[config.mk]
export PLATFORM = sky130hd
export DESIGN_NAME = cpf_frame_tx
export DESIGN_NICKNAME = d
export VERILOG_FILES = /design/src/rtl/cpf_pkg.sv /design/src/rtl/cpf_frame_tx_crc8.sv /design/src/rtl/cpf_frame_tx.sv
export SDC_FILE = /design/constraint.sdc
export NUM_CORES = 1
export LEC_CHECK = 0
export ABC_AREA = 1
export BUFFER_PORTS_ARGS = -buffer_cell sky130_fd_sc_hd__buf_2
export CAP_MARGIN = 10
export CORE_MARGIN = 10
export CORE_UTILIZATION = 60
export DETAILED_ROUTE_END_ITERATION = 8
export PLACE_DENSITY_LB_ADDON = 0.3
export SKIP_LAST_GASP = 1
export SYNTH_ARGS = -nofsm -noshare
export SYNTH_HDL_FRONTEND = slang
export SYNTH_HIERARCHICAL = 1
export SYNTH_SLANG_ARGS = --single-unit
[constraint.sdc]
create_clock -name clk -period 3.2 [get_ports clk]
set_input_delay 0.16 -clock clk [delete_from_list [all_inputs] [get_ports clk]]
set_output_delay 0.16 -clock clk [all_outputs]
set_load 0.005 [all_outputs]
[src/rtl/cpf_pkg.sv]
// Shared symbols, CRC defaults and FSM state type for the CP_F frame transmitter.
// The GAP state only exists when CPF_FRAME_TX_GAP_EN is defined.
package cpf_pkg;

  localparam logic [7:0] K28_5_IDLE = 8'hBC;
  localparam logic [7:0] K28_1_SOF  = 8'h3C;
  localparam logic [7:0] K29_7_EOF  = 8'hFD;

  localparam logic [7:0] DEFAULT_CRC_POLY = 8'h07;
  localparam logic [7:0] DEFAULT_CRC_INIT = 8'hFF;

  // Each state names the symbol currently driven on the outputs.
  typedef enum logic [2:0] {
    ST_IDLE,
    ST_SOF,
    ST_PAYLOAD,
    ST_CRC,
    ST_EOF
`ifdef CPF_FRAME_TX_GAP_EN
    , ST_GAP
`endif
  } state_t;

endpackage

[src/rtl/cpf_frame_tx_crc8.sv]
// crc8_byte_step: one byte of MSB-first, non-reflected CRC8, purely combinational.
module crc8_byte_step #(
  parameter logic [7:0] POLY = 8'h07
) (
  input  logic [7:0] crc_in,
  input  logic [7:0] data_in,
  output logic [7:0] crc_out
);

  logic [7:0] c;

  always_comb begin
    c = crc_in;
    for (int i = 7; i >= 0; i--) begin
      c = {c[6:0], 1'b0} ^ ((c[7] ^ data_in[i]) ? POLY : 8'h00);
    end
    crc_out = c;
  end

endmodule

[src/rtl/cpf_frame_tx.sv]
// cpf_frame_tx: serialises SOF, payload, CRC8 and EOF symbols for the 8b10b encoder.
// Define CPF_FRAME_TX_GAP_EN to force GAP_SYMBOLS idle commas after every EOF.
module cpf_frame_tx
  import cpf_pkg::*;
#(
  parameter int         PAYLOAD_BYTES = 4,
  parameter logic [7:0] CRC_POLY      = DEFAULT_CRC_POLY,
  parameter logic [7:0] CRC_INIT      = DEFAULT_CRC_INIT,
  parameter int         GAP_SYMBOLS   = 2
) (
  input  logic                       clk,
  input  logic                       reset,
  input  logic                       sym_en,
  input  logic                       frame_valid,
  output logic                       frame_ready,
  input  logic [8*PAYLOAD_BYTES-1:0] frame_data,
  output logic [7:0]                 tx_byte,
  output logic                       tx_k,
  output logic                       tx_ena,
  output logic                       frame_done
);

  localparam int             CW   = $clog2(PAYLOAD_BYTES + 1);
  localparam logic [CW-1:0]  LAST = CW'(PAYLOAD_BYTES - 1);

  state_t                     state_q, state_d;
  logic [CW-1:0]              cnt_q, cnt_d;
  logic [7:0]                 crc_q, crc_d, crc_step;
  logic [8*PAYLOAD_BYTES-1:0] shift_q, shift_d;
  logic [7:0]                 byte_d;
  logic                       k_d, done_d, accept;
  logic [7:0]                 head;

`ifdef CPF_FRAME_TX_GAP_EN
  localparam int            GW       = (GAP_SYMBOLS > 1) ? $clog2(GAP_SYMBOLS) : 1;
  localparam logic [GW-1:0] GAP_LAST = GW'(GAP_SYMBOLS - 1);
  logic [GW-1:0]            gap_q, gap_d;

  assign frame_ready = sym_en & ~reset & (state_q == ST_IDLE);
`else
  assign frame_ready = sym_en & ~reset & ((state_q == ST_IDLE) | (state_q == ST_EOF));
`endif

  assign accept = frame_valid & frame_ready;
  assign head   = shift_q[8*PAYLOAD_BYTES-1 -: 8];

  crc8_byte_step #(.POLY(CRC_POLY)) u_crc (
    .crc_in  (crc_q),
    .data_in (head),
    .crc_out (crc_step)
  );

  always_comb begin
    state_d = state_q;
    cnt_d   = cnt_q;
    crc_d   = crc_q;
    shift_d = shift_q;
    byte_d  = K28_5_IDLE;
    k_d     = 1'b1;
    done_d  = 1'b0;
`ifdef CPF_FRAME_TX_GAP_EN
    gap_d   = gap_q;
`endif
    case (state_q)
      ST_SOF: begin
        state_d = ST_PAYLOAD;
        byte_d  = head;
        k_d     = 1'b0;
        crc_d   = crc_step;
        shift_d = shift_q << 8;
      end
      // cnt_q is the index of the payload byte currently on the outputs.
      ST_PAYLOAD: begin
        k_d = 1'b0;
        if (cnt_q == LAST) begin
          state_d = ST_CRC;
          byte_d  = crc_q;
        end else begin
          byte_d  = head;
          crc_d   = crc_step;
          shift_d = shift_q << 8;
          cnt_d   = cnt_q + CW'(1);
        end
      end
      ST_CRC: begin
        state_d = ST_EOF;
        byte_d  = K29_7_EOF;
        done_d  = 1'b1;
      end
`ifdef CPF_FRAME_TX_GAP_EN
      ST_EOF: begin
        state_d = (GAP_SYMBOLS == 0) ? ST_IDLE : ST_GAP;
        gap_d   = '0;
      end
      ST_GAP: begin
        if (gap_q == GAP_LAST) state_d = ST_IDLE;
        else                   gap_d   = gap_q + GW'(1);
      end
`else
      ST_EOF:  state_d = ST_IDLE;
`endif
      default: state_d = ST_IDLE;
    endcase

    // Acceptance is only possible in IDLE/EOF, so it overrides those paths.
    if (accept) begin
      state_d = ST_SOF;
      byte_d  = K28_1_SOF;
      k_d     = 1'b1;
      shift_d = frame_data;
      crc_d   = CRC_INIT;
      cnt_d   = '0;
    end
  end

  always_ff @(posedge clk) begin
    if (reset) begin
      state_q    <= ST_IDLE;
      cnt_q      <= '0;
      crc_q      <= CRC_INIT;
      shift_q    <= '0;
      tx_byte    <= K28_5_IDLE;
      tx_k       <= 1'b1;
      tx_ena     <= 1'b0;
      frame_done <= 1'b0;
`ifdef CPF_FRAME_TX_GAP_EN
      gap_q      <= '0;
`endif
    end else begin
      tx_ena <= sym_en;
      if (sym_en) begin
        state_q    <= state_d;
        cnt_q      <= cnt_d;
        crc_q      <= crc_d;
        shift_q    <= shift_d;
        tx_byte    <= byte_d;
        tx_k       <= k_d;
        frame_done <= done_d;
`ifdef CPF_FRAME_TX_GAP_EN
        gap_q      <= gap_d;
`endif
      end
    end
  end

endmodule

==> results.yml <==
cts:
  htree_num_levels: 3
  cts-resized-gates: 0
  root_buffer: "clkbuf_8"
  cts.reportedPaths.clkPinSlew_ns: 0.06
  clock_path_buffers: 2
  cts_tree: "built"
  post_cts.repair.setup_buffers: 0
  cts_sinks: 57
  cts_buffers: 9
  cts_hold_buf: 0
  clk_latency_ns: 0.34
synth:
  yosysWarnings: 6
  yosysSeqAreaShare_pct: 35.1
  synth_top_area_share_pct: 35.1
  synth_area_leaders: "dfxtp_1 (35%), nand2_1 (27%), nor2_1 (7.6%), inv_1 (6.4%), nand3_1 (4.9%)"
  synth_fp_nets: 571
  synth_largest_area_cell: "dfxtp_1"
  ys_ff_latch: 57
  yosysUniqueCellTypes: 28
  synthCells: 532
  avgSynthCellArea_um2: 6.11
  netlist_area_um2: 3250
timing:
  timing.fmax_mhz: 452
  timing.final.crit_share_pct: 69.1
  rsz0062_at_grt: "no"
  max_slew_margin_pct: 50.8
  setup_viol: 0
  worst_pin_slew_ns: 0.732
  drv_slew: 0
  period_needed_ns: 2.21
  worst_clock_skew_ns: 0.00660
  hold_viol: 0
  fin_ws_ns: 0.989
  tns_ns: 0
critical_path:
  worstSetupPathType: "flip-flop to flip-flop"
  cp-end-kind: "flip-flop"
  cp.arrival_ns: 2.41
  worst-path-max-fanout: 60
  r2r_slack_ns: 0.99
  startpoint_type: "flip-flop"
  critPathRequiredTime_ns: 3.40
route:
  drcViolationCount: 0
  ant_nets: 0
  drtIter0Drc: 278
  dr.pass1.iters: 7
  vias_per_cell: 4.92
  vias: 3157
  wire_per_inst_um: 12.1
  routed_wl_mm: 7.78
floorplanning:
  io_pins: 48
  start_util_pct: 62.8
  die_h_um: 93.6
  coreArea_um2: 5170
  rows: 26
  die-area_um2: 8760
  die_x_um: 93.6
placement:
  gp_congestion: 0.897
  hpwl_mm: 5.42
  placed_area_um2: 3420
  port_buffers: 47
  place_ws_ns: 0.958
finish:
  layout-drive-gt1-share_pct: 13.5
  final_cell_mix: "nand2_1 (234), nor2_1 (66), dfxtp_1 (57)"
  final_common_cell: "nand2_1"
  final_nets: 606
  fin_area_um2: 3610
  antenna_cells: 0
  syn2layout_area_growth_pct: 11.0
  fillCellCount: 458
run_status:
  run_status: "finished clean"
hold_path:
  hp-class: "input port to flip-flop"
power_and_ir_drop:
  total_power_mw: 1.95
  power.density_nw_per_um2: 541
  p_leak_nw: 2.01
  ir_drop_uv: 410
flow_run:
  drv_cap: 0
global_routing:
  grt_first_pass_wirelength_mm: 13.2
  grt.overflow.total: 0
  grt_pass1_vias: 3000
  grt_max_degree: 61
  grtUsageTotal_pct: 18.3
  grt_antenna_before_repair: 0
kinds of logic after synthesis:
kind of cell / share of synthesized area, %
adder cells (fa/ha/maj): 1.15
flip-flops: 35.1
buffers and inverters: 11.9
AND/OR/NAND/NOR: 44.4
AO/OA/AOI/OAI: 4.31
XOR/XNOR: 3.16
per-stage QoR:
| step | utilization [%] | hold WS [ns] | instances |
|---|---|---|---|
| 2_1_floorplan | - | 0.270 | 532 |
| 3_3_place_gp | 66.0 | 0.354 | 626 |
| 3_5_place_dp | 66.0 | 0.360 | 626 |
| 4_1_cts | 69.8 | 0.00935 | 642 |
| 5_1_grt | 69.8 | 0.0364 | 642 |
| 6_report | 69.8 | 0.0163 | 642 |
final timing paths:
path / cells past startpoint / from / endpoint
max reg2reg: 8 / cnt_q[0] / crc_q[3]
min reg2reg: 2 / tx_byte[6] / tx_byte[6]
max: 8 / cnt_q[0] / crc_q[3]
min: 3 / frame_data[0] / shift_q[0]
cells in the mapped netlist:
cell	n
nor3_1	8
nand3_1	32
xnor2_2	2
nor2_2	1
buf_6	5
nor2_4	2
buf_4	9
a31oi_1	2
nand4_1	4
nand2_2	1
o211ai_1	1
a21oi_1	15
ha_1	3
nand2_1	234
o21ai_0	9
dfxtp_1	57
clkbuf_2	1
clkbuf_1	5
nand2_4	1
xor2_1	3
nand3_2	1
inv_2	4
nor2_1	66
nand3_4	2
inv_1	55
xnor2_1	5
buf_1	2
buf_2	2
cell type report:
type	count	area (um^2)	share of cell area, %
Clock buffer	14	183	5.06
Clock inverter	2	10.0	0.277
Inverter	59	221	6.14
Multi-Input combinational cell	392	1720	47.7
Sequential cell	57	1140	31.6
Tap cell	70	87.6	2.43
Timing Repair Buffer	48	243	6.73
critical path, cell delays in order, from the launching register on:
cell and delay (ns):
dfxtp_1 0.32, ha_1 0.23, ha_1 0.25, inv_1 0.10
nor2_1 0.07, nor2_4 0.35, nand2_4 0.42, nand2_1 0.22
nand3_1 0.09
routing by layer:
layer  GRT usage [%]  wire (um)  share of wire [%]  vias up
li1                -          -                  -     1676
met1            21.9       3510                 45     1358
met2            30.0       3630                 47      110
met3            5.36        492                6.3       13
met4            7.22        151                1.9        0
met5               0          0                  0        -
state kept, by name (all words and copies together), names as in the netlist:
register	cells
tx_byte	8
frame_done	1
tx_ena	1
state_q	3
crc_q	8
cnt_q	3
shift_q	32
tx_k	1
power by group:
part	switching [mW]	total (mW)	internal [mW]
combinational	0.316	0.496	0.180
sequential	0.0477	0.816	0.768
clock	0.276	0.639	0.363
total	0.640	1.95	1.31
(Power assumes the default switching activity.)
